===== src/rtl/fetch_pc_unit_if.sv =====
// Fetch-stage PC bundle: D/M redirect inputs and F-side outputs
// feeding the IF/ID register.
interface fetch_pc_unit_if;
    logic        StallF;
    logic        BranchTakenD;
    logic [31:0] BranchTargetD;
    logic        IsJumpBranchD;
    logic        InterruptRequest;
    logic        EretM;
    logic [31:0] EPC;
    logic [31:0] PCF;
    logic [31:0] PCPlus4F;
    logic        AtDelaySlotF;
    logic        CancelF;
    logic [4:0]  ExcCodeF;
    logic        RedirectPendingF;

    modport master (
        output StallF, BranchTakenD, BranchTargetD, IsJumpBranchD,
        output InterruptRequest, EretM, EPC,
        input  PCF, PCPlus4F, AtDelaySlotF, CancelF, ExcCodeF,
        input  RedirectPendingF
    );

    modport slave (
        input  StallF, BranchTakenD, BranchTargetD, IsJumpBranchD,
        input  InterruptRequest, EretM, EPC,
        output PCF, PCPlus4F, AtDelaySlotF, CancelF, ExcCodeF,
        output RedirectPendingF
    );
endinterface


===== src/rtl/fetch_pc_unit.sv =====
// Fetch-stage PC generator with a one-entry buffer for interrupt/ERET
// redirects that arrive while F is stalled.
module fetch_pc_unit #(
    parameter logic [31:0] RESET_PC   = 32'h0000_3000,
    parameter logic [31:0] HANDLER_PC = 32'h0000_4180,
    parameter logic [31:0] TEXT_LO    = 32'h0000_3000,
    parameter logic [31:0] TEXT_HI    = 32'h0000_4FFC
) (
    input logic clk,
    input logic reset,
    fetch_pc_unit_if.slave bus
);
    logic [31:0] pc_q;
    logic        pend_valid;
    logic [31:0] pend_pc;
    logic        redirect;
    logic [31:0] redirect_pc;

    // An interrupt beats an ERET arriving in the same cycle.
    assign redirect    = bus.InterruptRequest | bus.EretM;
    assign redirect_pc = bus.InterruptRequest ? HANDLER_PC : bus.EPC;

    always_ff @(posedge clk) begin
        if (reset) begin
            pc_q       <= RESET_PC;
            pend_valid <= 1'b0;
            pend_pc    <= 32'd0;
        end else if (redirect) begin
            if (bus.StallF) begin
                pend_valid <= 1'b1;
                pend_pc    <= redirect_pc;
            end else begin
                pc_q       <= redirect_pc;
                pend_valid <= 1'b0;
            end
        end else if (pend_valid && !bus.StallF) begin
            pc_q       <= pend_pc;
            pend_valid <= 1'b0;
        end else if (bus.StallF) begin
            pc_q <= pc_q;
        end else if (bus.BranchTakenD && !pend_valid) begin
            pc_q <= bus.BranchTargetD;
        end else begin
            pc_q <= pc_q + 32'd4;
        end
    end

    logic cancel;

    assign cancel = (pc_q[1:0] != 2'b00) | (pc_q < TEXT_LO) | (pc_q > TEXT_HI);

    assign bus.PCF              = pc_q;
    assign bus.PCPlus4F         = pc_q + 32'd4;
    assign bus.CancelF          = cancel;
    assign bus.ExcCodeF         = cancel ? 5'd4 : 5'd0;
    assign bus.AtDelaySlotF     = bus.IsJumpBranchD & ~pend_valid;
    assign bus.RedirectPendingF = pend_valid;
endmodule


===== src/flat_wrapper.sv =====
// flat-port wrapper written by rule: the top's interface ports become plain ports
module fetch_pc_unit_flat 
#(
    parameter logic [31:0] RESET_PC   = 32'h0000_3000,
    parameter logic [31:0] HANDLER_PC = 32'h0000_4180,
    parameter logic [31:0] TEXT_LO    = 32'h0000_3000,
    parameter logic [31:0] TEXT_HI    = 32'h0000_4FFC
)
  (clk, reset, bus_StallF, bus_BranchTakenD, bus_BranchTargetD, bus_IsJumpBranchD, bus_InterruptRequest, bus_EretM, bus_EPC, bus_PCF, bus_PCPlus4F, bus_AtDelaySlotF, bus_CancelF, bus_ExcCodeF, bus_RedirectPendingF);
  fetch_pc_unit_if bus_i ();
  input logic clk;
  input logic reset;
  input wire logic [$bits(bus_i.StallF)-1:0] bus_StallF;
  input wire logic [$bits(bus_i.BranchTakenD)-1:0] bus_BranchTakenD;
  input wire logic [$bits(bus_i.BranchTargetD)-1:0] bus_BranchTargetD;
  input wire logic [$bits(bus_i.IsJumpBranchD)-1:0] bus_IsJumpBranchD;
  input wire logic [$bits(bus_i.InterruptRequest)-1:0] bus_InterruptRequest;
  input wire logic [$bits(bus_i.EretM)-1:0] bus_EretM;
  input wire logic [$bits(bus_i.EPC)-1:0] bus_EPC;
  output wire logic [$bits(bus_i.PCF)-1:0] bus_PCF;
  output wire logic [$bits(bus_i.PCPlus4F)-1:0] bus_PCPlus4F;
  output wire logic [$bits(bus_i.AtDelaySlotF)-1:0] bus_AtDelaySlotF;
  output wire logic [$bits(bus_i.CancelF)-1:0] bus_CancelF;
  output wire logic [$bits(bus_i.ExcCodeF)-1:0] bus_ExcCodeF;
  output wire logic [$bits(bus_i.RedirectPendingF)-1:0] bus_RedirectPendingF;
  assign bus_i.StallF = bus_StallF;
  assign bus_i.BranchTakenD = bus_BranchTakenD;
  assign bus_i.BranchTargetD = bus_BranchTargetD;
  assign bus_i.IsJumpBranchD = bus_IsJumpBranchD;
  assign bus_i.InterruptRequest = bus_InterruptRequest;
  assign bus_i.EretM = bus_EretM;
  assign bus_i.EPC = bus_EPC;
  assign bus_PCF = bus_i.PCF;
  assign bus_PCPlus4F = bus_i.PCPlus4F;
  assign bus_AtDelaySlotF = bus_i.AtDelaySlotF;
  assign bus_CancelF = bus_i.CancelF;
  assign bus_ExcCodeF = bus_i.ExcCodeF;
  assign bus_RedirectPendingF = bus_i.RedirectPendingF;
  fetch_pc_unit #(.RESET_PC(RESET_PC), .HANDLER_PC(HANDLER_PC), .TEXT_LO(TEXT_LO), .TEXT_HI(TEXT_HI)) u_core (.clk(clk), .reset(reset), .bus(bus_i));
endmodule

===== config.mk =====
export PLATFORM = sky130hd
export DESIGN_NAME = fetch_pc_unit_flat
export DESIGN_NICKNAME = d
export VERILOG_FILES = /design/src/rtl/fetch_pc_unit_if.sv /design/src/rtl/fetch_pc_unit.sv /design/src/flat_wrapper.sv
export SDC_FILE = /design/constraint.sdc
export NUM_CORES = 1
export LEC_CHECK = 0
export BUFFER_PORTS_ARGS = -buffer_cell sky130_fd_sc_hd__buf_2
export CAP_MARGIN = 20
export CORE_AREA = 2 2 100 121
export DETAILED_ROUTE_END_ITERATION = 16
export DIE_AREA = 0 0 102 123
export PLACE_DENSITY = 0.76
export SLEW_MARGIN = 20
export SYNTH_ARGS = -nofsm -noshare
export SYNTH_HDL_FRONTEND = slang
export SYNTH_SLANG_ARGS = --single-unit

===== constraint.sdc =====
create_clock -name clk -period 2 [get_ports clk]
set_clock_uncertainty 0.05 [all_clocks]
set_input_delay 0.1 -clock clk [delete_from_list [all_inputs] [get_ports clk]]
set_output_delay 0.1 -clock clk [all_outputs]
set_load 0.01 [all_outputs]

==> impl_results.md <==
- CP Capture Type: output pin
- Number of global-route vias before repair: 5436
- Mapped Cells: 563
- Power density cells: between 500 and 600 mW/mm^2
- Slowest-stage cell, CP: dfxtp_2
- Flop pwr share: 36.0%
- Vias post-DR: a little under 6000
- CP Max Fanout: 4
- Post-route setup slack: -0.2232 ns
- Max Freq: 449.8 MHz
- Multi-input gate area: 0.002998 mm^2
- Latest clock arrival within the worst-skew pair: 0.34 ns
- Antenna-violating nets left: 0
- Post-Syn Area: 0.004453 mm^2
- Status: complete, but fails checks
- I/O Buffers: 138
- DRT iter0 DRCs: between 900 and 1000
- Max_slew headroom: 59.65%
- Net Sw Frac: 31.04%
- Design area: ~0.007 mm^2
- Fin crit period: around 2.2 ns
- Clk sinks: 65
- Num CTS Buffers: 9
- Failing checks: negative hold slack, negative setup slack
- CTS tree: yes
- Core area: around 0.011 mm^2
- WL/cell: 20.51 um
- Clk pwr share: between 30 and 40%
- Register area: ~0.0014 mm^2
- Max Slew Vio Count: 0
- Worst-Margin Slew: just over 0.6 ns
- Via density: between 6 and 7
- Detail Placement HPWL: 13.06 mm
- Worst hold path class: primary input to flip-flop
- Kind of start point of the critical path: flip-flop
- Leak: 3.100 nW
- Layout cell share with drive strength beyond 1: 43.38%
- Post-synth ARST share: 0%
- Max VDD drop: 0.0004315 V
- Post-Route WL: 19.63 mm
- Worst EP required: between 1.5 and 2 ns
- Nets: 867
- RSZ-0062 raised after global routing: yes
- Critical Path AT: about 2.1 ns
- Post-synth top cells: 65 x dfxtp_1, 45 x nand2_1, 45 x nor2_1
- Initial antenna violation count: 0
- Area leader, netlist: dfxtp_1
- Final hold slack: -0.009214 ns
- Crit Path Category: flip-flop to output pin
- Initial Util: 39.04%
- Seq/Total Area, Yosys: 29.22%
- GR Util All Layers: just under 30%
- Post-synth cell types: 72
- Final GP Congestion: just under 1
- Max Cap Violations: 0
- Share of the synthesized area in the top cell type: between 20% and 30%
- Int Power: 2.763 mW
- CTS clk-pin slew, worst paths: 0.06 ns
- DRT Pass-1 Iters: 5
- Dpl cells: just under 900
- GRT overflow: 0
- Layout Cells excl Fill: 957
- Top cells by area, synth: dfxtp_1 29%, a22o_1 5.7%, a21oi_1 4.2%
- Row cnt: 43
- Most numerous cell in the Yosys netlist: dfxtp_1
- Synthesis Warnings: 0
- Crit-path max cell delay: 0.36 ns
- Crit-path cells: buf_4 > and4_2 > nand2_1 > nor4_4 > xor2_2 > buf_2
- Fillers: 946
- Clock root buffer: clkbuf_16
- Fin crit share: 111.2%
- Hold Vio Cnt, Final: 1
- Final core occ: 59.88%
- CTS max path bufs: 2
- Synthesis-to-layout area growth: 53.39%
- Die ar.: approximately 0.013 mm^2
- I/O pins: 143
- Final setup TNS: -2.027 ns
- Gate power share: 24.4%
- Synth Area per Inst: just under 8 um^2
- Switching Power: 1.244 mW
- Ant diodes: 0
- DRC viols: 0
- H-Tree Level Count: 3
- Die H: approximately 120 um
- Final setup violation count: 21
- Commonest register cell after synthesis: dfxtp_1
- Placed cell area: 0.005522 mm^2
- Largest net degree at the start of global routing: 30
- Die Wd: 102 um
- Global-route wire length before repair: 28.40 mm
- Post-synth EDFFs: 0
- Register bit total from synthesis: 65
==> layout by cell type (no fill, tap or decap), drive strengths merged, types with 8 or more instances in the layout <==
cell         netlist  layout
buf               15     251
dfxtp             65      65
nand2             45      45
nor2              45      45
a21oi             37      37
o21ai             35      35
nor3              30      30
a22o              29      29
dlygate4sd3        0      29
inv               17      17
nand4             16      16
a211oi            15      15
nand3             14      14
xnor2             13      13
nor4              13      13
clkbuf            45      11
xor2              11      11
o211ai             8       8
or2                8       8
==> timing repair <==
item	in CTS	in global routing
gates resized for setup	52	57
setup endpoints to repair	18	31
pin swaps	23	29
hold endpoints to repair	29	0
hold buffers	29	0
buffers inserted	19	17
cloned	0	0
==> state kept, by name, indices dropped and copies added, names as in the netlist <==
register / flops
u_core.bus.PCF: 32
u_core.pend_pc: 32
u_core.bus.RedirectPendingF: 1
==> metal layers <==
layer,global-route usage [%],wire length (um),vias up
met2,47.12,8913,515
met4,18.42,1347,0
met5,0,0,-
met3,5.257,2060,116
met1,36.19,7308,2665
li1,-,-,2566
==> final cells by class <==
cell class / instances / area share (%)
sequential: 65 / 19.82
multi-input combinational: 421 / 43.89
timing repair buffer: 280 / 28.19
clock inverter: 5 / 0.8243
inverter: 18 / 0.9892
clock buffer: 11 / 3.407
tap: 157 / 2.876
==> kinds of logic (layout without fill, tap and decap cells) <==
| family | after synthesis | in the layout | synth area share (%) |
|---|---|---|---|
| flops | 65 | 65 | 29.22 |
| other cells | 1 | 4 | 0.08421 |
| mux | 2 | 2 | 0.4496 |
| buf+inv | 80 | 314 | 11.58 |
| xor+xnor | 24 | 24 | 4.720 |
| simple gates | 204 | 204 | 24.19 |
| compound gates | 186 | 186 | 29.48 |
| fa+ha+maj | 1 | 1 | 0.2809 |
==> worst paths after layout <==
check / startpoint / cells after the start / to / slack [ns]
setup / recovery: u_core.bus.PCF[9] / 6 / bus_PCPlus4F[30] / -0.22
hold / removal: bus_EPC[7] / 3 / u_core.pend_pc[7] / -0.009
setup reg to reg: u_core.bus.PCF[5] / 10 / u_core.bus.PCF[13] / -0.03
hold reg to reg: u_core.pend_pc[26] / 1 / u_core.pend_pc[26] / 0.42
==> critical path: cells and delay by family, from the launching register on <==
family	cells	cell delay [ns]
xor gates and xnor gates	1	0.24
buffers and inverters	2	0.31
and+or+nand+nor	3	0.82
DFF	1	0.36
==> stage by stage <==
stage | setup WS [ns] | total power, mW
after floorplan | 0.002843 | 1.936
after global placement | 0.06304 | 2.273
after detailed placement | 0.03129 | 2.276
after CTS | -0.1896 | 3.905
after global routing | -0.2760 | 4.116
final | -0.2232 | 4.007
==> power groups by stage <==
stage | logic, mW | registers, mW | clock network, mW
floorplan | 0.479 | 1.46 | 0
global placement | 0.815 | 1.46 | 0
detailed placement | 0.816 | 1.46 | 0
CTS | 0.900 | 1.43 | 1.57
global route | 1.04 | 1.45 | 1.63
finish | 0.980 | 1.44 | 1.58
Note: power is estimated with default switching activity, not from simulation.
